<file path="src/rtl/spell_mem_initiator.sv">
// spell_mem_initiator: bus master issuing single accesses to the spell memory responder
module spell_mem_initiator #(
  parameter int MIN_WAIT = 5,
  parameter int TIMEOUT  = 15,
  parameter int CNT_W    = 4
) (
  input  logic       clock,
  input  logic       reset,
  input  logic       req_valid,
  output logic       req_ready,
  input  logic       req_write,
  input  logic [1:0] req_type,
  input  logic [7:0] req_addr,
  input  logic [7:0] req_wdata,
  output logic       resp_valid,
  output logic       resp_error,
  output logic [7:0] resp_rdata,
  output logic       mem_select,
  output logic [7:0] mem_addr,
  output logic [7:0] mem_wdata,
  output logic [1:0] mem_type,
  output logic       mem_write,
  input  logic [7:0] mem_rdata,
  input  logic       mem_data_ready
);
  typedef enum logic [1:0] {IDLE, ACCESS, RECOVER} state_t;
  state_t state_q, state_d;
  logic [CNT_W-1:0] wcnt_q, wcnt_d;
  logic req_ready_q, req_ready_d;
  logic resp_valid_q, resp_valid_d;
  logic resp_error_q, resp_error_d;
  logic [7:0] resp_rdata_q, resp_rdata_d;
  logic mem_select_q, mem_select_d;
  logic [7:0] mem_addr_q, mem_addr_d;
  logic [7:0] mem_wdata_q, mem_wdata_d;
  logic [1:0] mem_type_q, mem_type_d;
  logic mem_write_q, mem_write_d;
  logic ready_ok, timed_out;
  assign ready_ok  = mem_data_ready && (wcnt_q >= CNT_W'(MIN_WAIT));
  assign timed_out = wcnt_q == CNT_W'(TIMEOUT);
  // next state: accept in IDLE, wait for masked ready or timeout in ACCESS, one gap cycle in RECOVER
  always_comb begin
    state_d      = state_q;
    wcnt_d       = wcnt_q;
    req_ready_d  = req_ready_q;
    resp_valid_d = 1'b0;
    resp_error_d = resp_error_q;
    resp_rdata_d = resp_rdata_q;
    mem_select_d = mem_select_q;
    mem_addr_d   = mem_addr_q;
    mem_wdata_d  = mem_wdata_q;
    mem_type_d   = mem_type_q;
    mem_write_d  = mem_write_q;
    case (state_q)
      IDLE: begin
        req_ready_d  = 1'b1;
        mem_select_d = 1'b0;
        if (req_valid) begin
          mem_addr_d   = req_addr;
          mem_wdata_d  = req_wdata;
          mem_type_d   = req_type;
          mem_write_d  = req_write;
          mem_select_d = 1'b1;
          wcnt_d       = '0;
          req_ready_d  = 1'b0;
          resp_error_d = 1'b0;
          state_d      = ACCESS;
        end
      end
      ACCESS: begin
        if (ready_ok || timed_out) begin
          resp_valid_d = 1'b1;
          resp_error_d = !ready_ok;
          resp_rdata_d = (ready_ok && !mem_write_q) ? mem_rdata : 8'h00;
          mem_select_d = 1'b0;
          mem_write_d  = 1'b0;
          state_d      = RECOVER;
        end else begin
          wcnt_d = wcnt_q + 1'b1;
        end
      end
      RECOVER: begin
        mem_select_d = 1'b0;
        req_ready_d  = 1'b1;
        state_d      = IDLE;
      end
      default: state_d = IDLE;
    endcase
  end
  // state and registered outputs, synchronous reset
  always_ff @(posedge clock) begin
    if (reset) begin
      state_q      <= IDLE;
      wcnt_q       <= '0;
      req_ready_q  <= 1'b1;
      resp_valid_q <= 1'b0;
      resp_error_q <= 1'b0;
      resp_rdata_q <= '0;
      mem_select_q <= 1'b0;
      mem_addr_q   <= '0;
      mem_wdata_q  <= '0;
      mem_type_q   <= '0;
      mem_write_q  <= 1'b0;
    end else begin
      state_q      <= state_d;
      wcnt_q       <= wcnt_d;
      req_ready_q  <= req_ready_d;
      resp_valid_q <= resp_valid_d;
      resp_error_q <= resp_error_d;
      resp_rdata_q <= resp_rdata_d;
      mem_select_q <= mem_select_d;
      mem_addr_q   <= mem_addr_d;
      mem_wdata_q  <= mem_wdata_d;
      mem_type_q   <= mem_type_d;
      mem_write_q  <= mem_write_d;
    end
  end
  assign req_ready  = req_ready_q;
  assign resp_valid = resp_valid_q;
  assign resp_error = resp_error_q;
  assign resp_rdata = resp_rdata_q;
  assign mem_select = mem_select_q;
  assign mem_addr   = mem_addr_q;
  assign mem_wdata  = mem_wdata_q;
  assign mem_type   = mem_type_q;
  assign mem_write  = mem_write_q;
endmodule

</file>
<file path="config.mk">
export PLATFORM = sky130hd
export DESIGN_NAME = spell_mem_initiator
export DESIGN_NICKNAME = d
export VERILOG_FILES = /design/src/rtl/spell_mem_initiator.sv
export SDC_FILE = /design/constraint.sdc
export NUM_CORES = 1
export LEC_CHECK = 0
export BUFFER_PORTS_ARGS = -buffer_cell sky130_fd_sc_hd__buf_2
export CAP_MARGIN = 20
export CORE_ASPECT_RATIO = 1.4
export CORE_MARGIN = 3
export CORE_UTILIZATION = 45
export DETAILED_ROUTE_END_ITERATION = 6
export HOLD_SLACK_MARGIN = 0.05
export PLACE_DENSITY_LB_ADDON = 0.08
export SLEW_MARGIN = 30
export SYNTH_ARGS = -nofsm -noshare
export SYNTH_HDL_FRONTEND = slang
export SYNTH_SLANG_ARGS = --single-unit
</file>
<file path="constraint.sdc">
create_clock -name clock -period 4.5 [get_ports clock]
set_clock_uncertainty 0.1 [all_clocks]
set_input_delay 0.45 -clock clock [delete_from_list [all_inputs] [get_ports clock]]
set_output_delay 0.45 -clock clock [all_outputs]
set_load 0.02 [all_outputs]
</file>
; ---- Word-level counts from Yosys, hierarchy flattened
; Cells that the tools add are included.
[classes]
mux = 18
div = 0
magnitude_cmp = 1
shift = 0
bitwise = 1
mul = 0
addsub = 1
n_eq_ne = 6
reduce_logical = 16
[op_table]
columns = operator, count
row1 = 2-to-1 mux 4 bit, 2
row2 = 2-to-1 mux 8 bit, 1
row3 = case mux 4 bit (2 select lines), 1
row4 = AND reduction 2 bit, 4
row5 = 2-to-1 mux 1 bit, 7
row6 = "!= test 2 bit, second input constant", 3
row7 = case mux 1 bit (2 select lines), 3
row8 = AND reduction 3 bit, 2
row9 = "adder 4 x 1 -> 4 bit, second input constant", 1
row10 = "equality test 4 bit, second input constant", 1
row11 = "greater-or-equal comparator 4 x 3 -> 1 bit, second input constant", 1
row12 = 2-to-1 mux 2 bit, 2
row13 = case mux 2 bit (2 select lines), 1
row14 = nonzero test 2 bit, 2
row15 = case mux 1 bit (3 select lines), 1
row16 = nonzero test 3 bit, 1
row17 = "equality test 2 x 1 -> 1 bit, second input constant", 1
row18 = "equality test 2 bit, second input constant", 1
row19 = logical AND 1 bit, 2
row20 = zero test 1 bit, 2
row21 = zero test 2 bit, 1
row22 = OR reduction 2 bit, 1
row23 = logical OR 1 bit, 1
row24 = inverter 1 bit, 1
[totals]
ff_bits = 37
memories = 0
ramBits = 0
in_bits = 31
latch_bits = 0
romBits = 0
out_inout_bits = 31
wordCells = 54

; ---- Depth between registers and ports, before layout
; Gate-level depths: netlist of the first run.
[logic_depth]
word_depth = 5
depth_mapped = 8
ltp_nobuf = 6

; ---- Worst setup path after synthesis of the first run
; OpenSTA, ideal clock, no wires.
[synth_timing]
path_type = reg2reg
start = register wcnt_q[0]
end = register wcnt_q[0]
required_ps = 4326
slack_ps = 2676
setup_ps = 74
n_path_buf = 0
path_stages_with_launch = 6
arrival_time_ps = 1650
synth_period_minus_slack_ps = 1824
cell_sequence = dfxtp_1 -> ha_1 -> a21o_1 -> a22o_1 -> or4_1 -> a31oi_1
[synth_via]
elab_chain_cells = 5
word_cells_on_any_way = 9
classes_between = 1 x add/sub / 1 x order compare / 2 x eq/ne / 2 x mux / 3 x reduce/logical
[synth_lines]
columns = item, line_no
row1 = from (decl), 28  ; logic [CNT_W-1:0] wcnt_q, wcnt_d;
row2 = from (signal assigned), 106  ; wcnt_q <= wcnt_d;
row3 = greater-or-equal comparator 4 x 3 -> 1 bit, 39  ; assign ready_ok = mem_data_ready && (wcnt_q >= CNT_W'(MIN_WAIT));
row4 = logical AND 1 bit, 39
row5 = logical OR 1 bit, 71  ; if (ready_ok || timed_out) begin
row6 = != test 2 bit (no source line), --
row7 = AND reduction 3 bit (no source line), --
; Several ways; a longest one is shown, not always the timed one. The select of a mux whose other input is x is not followed.
; A chain may end at the register's enable or synchronous reset.

; ---- Worst setup path after layout of the first run
[layout_timing]
start = register state_q[0]
end = register wcnt_q[0]
[layout_via]
elab_chain_cells = 3
word_cells_on_any_way = 7
classes_between = 3 x eq/ne / 1 x mux / 3 x reduce/logical
[layout_lines]
columns = item, line_no
row1 = from (decl), 27  ; state_t state_q, state_d;
row2 = from (signal assigned), 105  ; state_q <= state_d;
row3 = equality test 2 x 1 -> 1 bit or zero test 2 bit (tied branches), 54  ; case (state_q)
row4 = != test 2 bit (no source line) or nonzero test 2 bit (tied branches), --
row5 = AND reduction 3 bit (no source line), --
; Several ways; a longest one is shown, not always the timed one.

==> results of run 1 <==
==> kinds of logic after synthesis <==
family                   count (synthesis)  share of synthesized area, %
buffers and inverters                   19                          4.71
adder cells (fa/ha/maj)                  6                          4.71
AND/OR/NAND/NOR                         72                          20.7
flip-flops                              37                          46.5
AO/OA/AOI/OAI                           62                          23.4
==> report_power, final <==
group / total, mW / internal, mW / switching [mW]
Sequential: 0.350 / 0.342 / 0.00801
Clock: 0.294 / 0.181 / 0.114
Combinational: 0.102 / 0.0359 / 0.0656
==> layer usage <==
metal / part of all wire (%) / vias up
li1: - / 783
met1: 44 / 664
met2: 46 / 53
met3: 8.0 / 5
met4: 1.2 / 0
met5: 0 / -
==> cell usage in the layout, fill, tap and decap left out, drive strengths merged, types with 5 or more instances in the layout <==
cell,Yosys,routed
a21oi,34,34
dfxtp,37,37
buf,5,61
clkbuf,8,7
inv,5,5
nand2,50,50
ha,6,6
o21ai,8,8
a31o,8,8
==> state kept, by name, indices dropped and copies added, names as in the netlist <==
| register | cells |
|---|---|
| mem_addr | 8 |
| mem_wdata | 8 |
| resp_rdata | 8 |
| wcnt_q | 4 |
| mem_type | 2 |
| state_q | 2 |
| mem_select | 1 |
| mem_write | 1 |
| req_ready | 1 |
| resp_error | 1 |
| resp_valid | 1 |
==> cell type report <==
cell class                      count  area share [%]
Timing Repair Buffer               61            15.2
Clock buffer                        7            4.29
Sequential cell                    37            36.8
Inverter                            6            1.12
Tap cell                           39            2.43
Clock inverter                      1            1.49
Multi-Input combinational cell    140            38.6
==> final timing paths <==
kind / from / end / slack, ns
min: mem_rdata[4] / resp_rdata[4] / 0.27
max reg2reg: state_q[0] / wcnt_q[0] / 2.21
min reg2reg: mem_addr[5] / mem_addr[5] / 0.35
max: state_q[0] / wcnt_q[0] / 2.21
==> flow_summary.toml, run 1 <==
[pwr]
total_leakage_power_nw = 0.910
total_power_uw = 746
max-vdd-ir-drop_mv = 0.372
p_per_area_nw_per_um2 = 371

[global_routing]
grt_max_degree = 31
grt_usage_pct = 18.1
gr-usage-met1_pct = 22.4
antenna_found_initial = 0
busiest_layer = "met2"
grtUsageMet3_pct = 6.78
grt_pass1_wl_um = 6400
use_met2_pct = 29.3
overflow = 0
grt_pass1_vias = 1439

[setup_path]
cp_data_arrival_time_ns = 2.40
worstPathMaxFanout = 20
cp.required_ns = 4.61
cp_top_family = "simple AND/OR/NAND/NOR gates"
crit_path_cell_trace = "inv_1 > ha_1 > nand2_1 > o21a_1 > or4_1 > a31oi_1"
slowest_delay_ns = 0.47
critical_path_class = "reg -> reg"
worst-path-buf-inv = 1
cp.depth = 6
rr_worst_depth = 6
end_kind = "flop"
slowest_stage = "nand2_1"
start_kind = "flop"

[place]
place_ws_ns = 2.22
placed_cells = 283
portBuffers = 61
place_area_um2 = 1890
routabilityCongestion = 0.783
place_hpwl_um = 2580

[die]
core_area_um2 = 3240
initial_core_util_pct = 49.1
die_h_um = 76.4
rows = 24
die_area_um2 = 4300
dieWidth_um = 56.3
io_pins = 62

[logic_synthesis]
synth_area_um2 = 1590
synth_top_area_share_pct = 46.5
ys_types = 33
ys_warn_count = 0
synth_edf_count = 0
post_synth.cell_area_avg_um2 = 8.13
ys.flop_type = "dfxtp_1"
synthCells = 196
netlist.top_cell.by_area = "dfxtp_1"
synth_most_common_cell = "nand2_1"
synth-seq-cells = 37
synthTopCellsByArea = "dfxtp_1, nand2_1, a21oi_1"
netlist_top_cells_count = "nand2_1, dfxtp_1, a21oi_1"
async_flop_share_pct = 0
ys_seq_area_share_pct = 46.5
syn-num-nets = 233

[timing]
slew_headroom_pct = 50.9
hold_violations = 0
tightest_slew_ns = 0.735
timing.final.ws_setup_ns = 2.21
period_needed_ns = 2.29
tns_ns = 0
fmax_mhz = 438
rsz0062_at_grt = "false"
whs_ns = 0.274
setup_viol = 0
drv_slew = 0
fin_crit_sh_pct = 50.8

[finish]
layout.nets = 288
post-route-util_pct = 62.0
register_area_um2 = 741
fillerInstances = 311
multi_input_area_um2 = 777
fin_cells = 291
areaGrowthSynthToFinish_pct = 26.2
diodes = 0
final_cell_area_um2 = 2010
layout-drive-gt1-share_pct = 28.2

[clock_tree]
clk_latency_ns = 0.29
cts_setup_buffers = 0
cts_max_path_buffers = 2
root_buffer = "clkbuf_8"
clock-sinks = 37
ctsHoldBuffers = 0
htreeDepth = 2
cts.repair.resized = 0
tritoncts = "done"
clkTransAtPathRegs_ns = 0.07
cts_buffers = 5

[worst_hold_path]
worst_hold_path_type = "in -> reg"
hold_path_depth = 2

[route]
post-route-drc-count = 0
drt-initial-drc-count = 34
drt-total-wl_um = 3690
dr.pass1.iters = 5
postRouteAntennaNets = 0
num_vias = 1505
vias_per_cell = 5.17
avgRoutedWirePerCell_um = 12.7

[outcome]
status = "finished, final reports clean"

[run]
max-cap-violations = 0
Note: power is estimated with default switching activity, not from simulation.
==> run 2, diff against run 1 <==
--- a/config.mk
+++ b/config.mk
@@ -9,7 +9,7 @@
 export CAP_MARGIN = 20
 export CORE_ASPECT_RATIO = 1.4
 export CORE_MARGIN = 3
-export CORE_UTILIZATION = 45
+export CORE_UTILIZATION = 43
 export DETAILED_ROUTE_END_ITERATION = 6
 export HOLD_SLACK_MARGIN = 0.05
 export PLACE_DENSITY_LB_ADDON = 0.08
==> constraint.sdc (replaced) <==
create_clock -name clock -period 2 [get_ports clock]
set_clock_uncertainty 0.1 [all_clocks]
set_input_delay 0.2 -clock clock [delete_from_list [all_inputs] [get_ports clock]]
set_output_delay 0.2 -clock clock [all_outputs]
set_load 0.02 [all_outputs]
==> flow_summary.toml, run 2 (synthesis gave the netlist of run 1 again) <==
[finish]
final_cell_mix = "buf_2, nand2_1, dfxtp_1"
layout-drive-gt1-share_pct = 30.0
register_area_um2 = 743
multi_input_area_um2 = 803
diodes = 0
final_common_cell = "buf_2"
fillerInstances = 305
layout.nets = 323
final_cell_area_um2 = 2350
areaGrowthSynthToFinish_pct = 47.4
fin_cells = 327

[clock_tree]
htreeDepth = 2
clk_latency_ns = 0.29
clkTransAtPathRegs_ns = 0.07
tritoncts = "done"
cts_max_path_buffers = 2
clock-sinks = 37
root_buffer = "clkbuf_8"
cts_buffers = 5

[pwr]
intPower_mw = 1.18
total_leakage_power_nw = 1.07
p_per_area_nw_per_um2 = 688
switchingPower_uw = 439
p_sw_share_pct = 27.2
p_comb_share_pct = 17.9
seqPwrFrac_pct = 48.7
max-vdd-ir-drop_mv = 0.727
p_clk_share_pct = 33.4

[timing]
slew_headroom_pct = 67.6
drv_slew = 0
fin_crit_sh_pct = 94.8
timing.final.ws_setup_ns = 0.104
hold_violations = 0
fmax_mhz = 527
tns_ns = 0
setup_viol = 0
tightest_slew_ns = 0.484
whs_ns = 0.137
period_needed_ns = 1.90

[global_routing]
grt_max_degree = 20
overflow = 0
grt_usage_pct = 19.4
antenna_found_initial = 0
grt_pass1_wl_um = 6980
grt_pass1_vias = 1563

[die]
die_area_um2 = 4480
initial_core_util_pct = 45.9
dieWidth_um = 57.4
core_area_um2 = 3470
rows = 25
io_pins = 62
die_h_um = 78.0

[route]
vias_per_cell = 4.98
avgRoutedWirePerCell_um = 12.5
postRouteAntennaNets = 0
drt-initial-drc-count = 38
post-route-drc-count = 0
dr.pass1.iters = 4
drt-total-wl_um = 4080
num_vias = 1628

[place]
place_hpwl_um = 2680
placed_cells = 293
routabilityCongestion = 0.836
place_ws_ns = 0.0175
place_area_um2 = 1960
portBuffers = 61

[worst_hold_path]
worst_hold_path_type = "in -> reg"
hold_path.startpoint = "mem_data_ready"
min_to = "resp_error"
hold_path_depth = 3

[setup_path]
rr_worst_depth = 5
reg2reg_to = "wcnt_q[0]"
cp.required_ns = 2.11
slowest_delay_ns = 0.46
reg2reg_slack_ns = 0.10
cp_data_arrival_time_ns = 2.01
end_kind = "flop"
critical_path_class = "reg -> reg"
slowest_stage = "or4_1"
start_kind = "flop"
r2r-start = "wcnt_q[0]"
worstPathMaxFanout = 7
crit_path_cell_trace = "ha_1 > a21o_1 > a22o_4 > or4_1 > a31oi_1"

[outcome]
status = "finished, final reports clean"

[run]
max-cap-violations = 0
## run 2: cell count changes in the layout (fill, tap and decap cells not counted), moves of 2 or more
cell / previous run / this run
dfxtp_1: 37 / 35
dlygate4sd3_1: 0 / 26
buf_4: 0 / 9
dfxtp_2: 0 / 2
## run 2: layout make-up
cell class                      count  share of cell area [%]
Multi-Input combinational cell    140                    34.2
Tap cell                           40                    2.13
Sequential cell                    37                    31.6
Clock buffer                        6                    3.52
Clock inverter                      2                   0.586
Timing Repair Buffer               96                    27.0
Inverter                            6                   0.959
## run 2: through the flow
| step | power [mW] | utilization [%] |
|---|---|---|
| finish | 1.62 | 67.6 |
| global route | 1.71 | 67.6 |
| floorplan | 0.952 | - |
| CTS | 1.63 | 66.8 |
| global placement | 1.05 | 56.5 |
| detailed placement | 1.05 | 56.5 |
## run 2: repair_timing
item                                   CTS  global route
buffers inserted                         0             0
endpoints found under the hold margin   26             0
hold buffers                            26             0
setup endpoints to repair                0            18
gates resized for setup                  0             8
## run 2: power groups by stage
stage / clock [mW] / combinational [mW] / sequential [mW]
floorplan: 0 / 0.111 / 0.840
global placement: 0 / 0.245 / 0.804
detailed placement: 0 / 0.245 / 0.804
CTS: 0.558 / 0.284 / 0.787
global route: 0.599 / 0.320 / 0.792
finish: 0.540 / 0.289 / 0.788
## run 2: worst max-delay path by stage
stage,start,to,slack (ns)
after floorplan,wcnt_q[0],wcnt_q[0],0.18
after global placement,wcnt_q[0],resp_rdata[2],0.06
after detailed placement,wcnt_q[0],resp_rdata[0],0.02
after CTS,wcnt_q[0],resp_rdata[0],0.001
after global routing,wcnt_q[0],mem_select,-0.009
final,wcnt_q[0],wcnt_q[0],0.10
## run 2: worst max-delay path: cells and delay by family, from the launching register on
kind | cells | cell delay [ns]
simple gates | 1 | 0.46
fa+ha+maj | 1 | 0.23
compound gates | 3 | 0.68
flops | 1 | 0.35
## run 2: layer usage
| metal | vias up | GRT usage, % | part of all wire [%] |
|---|---|---|---|
| li1 | 850 | - | - |
| met1 | 731 | 23.1 | 42 |
| met2 | 43 | 32.6 | 50 |
| met3 | 4 | 6.25 | 6.4 |
| met4 | 0 | 6.26 | 1.2 |
| met5 | - | 0 | 0 |
==> run 3, diff against run 2 <==
--- a/config.mk
+++ b/config.mk
@@ -5,12 +5,12 @@
 export SDC_FILE = /design/constraint.sdc
 export NUM_CORES = 1
 export LEC_CHECK = 0
-export BUFFER_PORTS_ARGS = -buffer_cell sky130_fd_sc_hd__buf_2
 export CAP_MARGIN = 20
 export CORE_ASPECT_RATIO = 1.4
 export CORE_MARGIN = 3
-export CORE_UTILIZATION = 43
+export CORE_UTILIZATION = 45
 export DETAILED_ROUTE_END_ITERATION = 6
+export DONT_BUFFER_PORTS = 1
 export HOLD_SLACK_MARGIN = 0.05
 export PLACE_DENSITY_LB_ADDON = 0.08
 export SLEW_MARGIN = 30
==> constraint.sdc (replaced) <==
create_clock -name clock -period 1.8 [get_ports clock]
set_clock_uncertainty 0.1 [all_clocks]
set_input_delay 0.18 -clock clock [delete_from_list [all_inputs] [get_ports clock]]
set_output_delay 0.18 -clock clock [all_outputs]
set_load 0.02 [all_outputs]
==> flow_summary.toml, run 3 (synthesis gave the netlist of run 1 again) <==
[setup_path]
worst-path-buf-inv = 0
cp_data_arrival_time_ns = 1.91
worstPathMaxFanout = 5
reg2reg_slack_ns = -0.003
critical_path_class = "reg -> reg"
crit_path_cell_trace = "ha_2 > a21o_1 > a22o_4 > or4_1 > a31oi_1"
reg2reg_to = "wcnt_q[0]"
rr_worst_depth = 5
slowest_stage = "or4_1"
slowest_delay_ns = 0.47
r2r-start = "wcnt_q[0]"
end_kind = "flop"
cp_top_family = "compound AO/OA/AOI/OAI gates"
start_kind = "flop"
cp.required_ns = 1.91

[pwr]
switchingPower_uw = 471
total_leakage_power_nw = 0.756
p_per_area_nw_per_um2 = 887
total_power_mw = 1.72
max-vdd-ir-drop_mv = 0.795
intPower_mw = 1.25
seqPwrFrac_pct = 53.2
p_comb_share_pct = 11.5
p_sw_share_pct = 27.3
p_clk_share_pct = 35.3

[place]
portBuffers = 0
place_ws_ns = -0.146
routabilityCongestion = 0.901
place_hpwl_um = 2810

[outcome]
status = "finished, violations left"
violations = "hold timing, setup timing"

[global_routing]
overflow = 0
grt_max_degree = 31
grt_pass1_wl_um = 6440
grt_pass1_vias = 1441
use_met2_pct = 32.2
gr-usage-met1_pct = 19.7
grtUsageMet3_pct = 7.80
antenna_found_initial = 0
grt_usage_pct = 18.5
busiest_layer = "met2"

[route]
drt-initial-drc-count = 44
postRouteAntennaNets = 0
avgRoutedWirePerCell_um = 15.4
drt-total-wl_um = 3920
num_vias = 1436
post-route-drc-count = 0
dr.pass1.iters = 4
vias_per_cell = 5.63

[timing]
setup_viol = 1
whs_ns = -0.153
slew_headroom_pct = 67.3
fin_crit_sh_pct = 100
hold_violations = 27
drv_slew = 0
tightest_slew_ns = 0.488
timing.final.ws_setup_ns = -0.00272
period_needed_ns = 1.80
rsz0062_at_grt = "true"
fmax_mhz = 555

[finish]
diodes = 0
final_common_cell = "nand2_1"
areaGrowthSynthToFinish_pct = 22.0
layout-drive-gt1-share_pct = 17.6
post-route-util_pct = 59.9
layout.nets = 252
final_cell_mix = "nand2_1, dfxtp_1, a21oi_1"

[worst_hold_path]
worst_hold_path_type = "in -> reg"
hold_path_depth = 1
hold_path.startpoint = "reset"
min_to = "wcnt_q[3]"

[run]
max-cap-violations = 0

[clock_tree]
clkTransAtPathRegs_ns = 0.07
clk_latency_ns = 0.29
tritoncts = "done"
root_buffer = "clkbuf_8"
clock-sinks = 37
htreeDepth = 2
cts_max_path_buffers = 2
ctsHoldBuffers = 9
cts_buffers = 5

[die]
rows = 24
core_area_um2 = 3240
die_area_um2 = 4300
dieWidth_um = 56.3
io_pins = 62
initial_core_util_pct = 49.1
die_h_um = 76.4
-- run 3: changes by cell type in the layout (fill, tap and decap cells not counted), moves of 2 or more --
| cell | change |
|---|---|
| buf_2 | -61 |
| buf_4 | +7 |
| dfxtp_2 | -2 |
| dfxtp_4 | +2 |
| dlygate4sd3_1 | -17 |
| ha_1 | -3 |
| ha_2 | +3 |
| inv_1 | -2 |
| inv_2 | +2 |
-- run 3: power by group through the flow --
stage,sequential [mW],combinational (mW),clock (mW)
floorplan,0.934,0.124,0
global placement,0.937,0.164,0
detailed placement,0.938,0.171,0
CTS,0.920,0.191,0.624
global route,0.921,0.223,0.663
finish,0.917,0.199,0.608
-- run 3: worst max path at each step --
stage,end,cells after the start,from,slack [ns]
after floorplan,wcnt_q[0],6,wcnt_q[1],0.01
after global placement,wcnt_q[0],6,wcnt_q[1],-0.06
after detailed placement,wcnt_q[0],6,wcnt_q[1],-0.15
after CTS,wcnt_q[0],6,wcnt_q[1],0.007
after global routing,state_q[0],7,wcnt_q[0],-0.07
final,wcnt_q[0],5,wcnt_q[0],-0.003
-- run 3: through the flow --
step | setup TNS (ns) | cells | instance area (um^2)
2_1_floorplan | 0 | 196 | 1600
3_3_place_gp | -0.316 | 236 | 1700
3_5_place_dp | -1.23 | 236 | 1700
4_1_cts | 0 | 254 | 1910
5_1_grt | -0.259 | 255 | 1940
6_report | -0.00272 | 255 | 1940
-- run 3: cell type report --
cell class / count / area [um^2]
Clock buffer: 6 / 82.6
Clock inverter: 2 / 13.8
Fill cell: 302 / 1300
Inverter: 6 / 22.5
Multi-Input combinational cell: 140 / 817
Sequential cell: 37 / 748
Tap cell: 39 / 48.8
Timing Repair Buffer: 25 / 210
-- run 3: repair_timing --
item                                    CTS  global route
endpoints found under the setup margin   14            34
pin swaps                                 2             2
buffers inserted                          1             1
hold endpoints to repair                 36            27
resized for setup                         5            10
cloned                                    0             0
-- run 3: worst register-to-register path: cells and delay by family (launching register included) --
family	cells	cell delay (ns)
adders and majority gates	1	0.18
and+or+nand+nor	1	0.47
DFF	1	0.36
AOI/OAI and AO/OA	3	0.61
-- run 3: per-layer routing --
metal  up-vias  part of all wire (%)
li1        710                     -
met1       667                    40
met2        54                    51
met3         5                   8.7
met4         0                   1.2
met5         -                     0
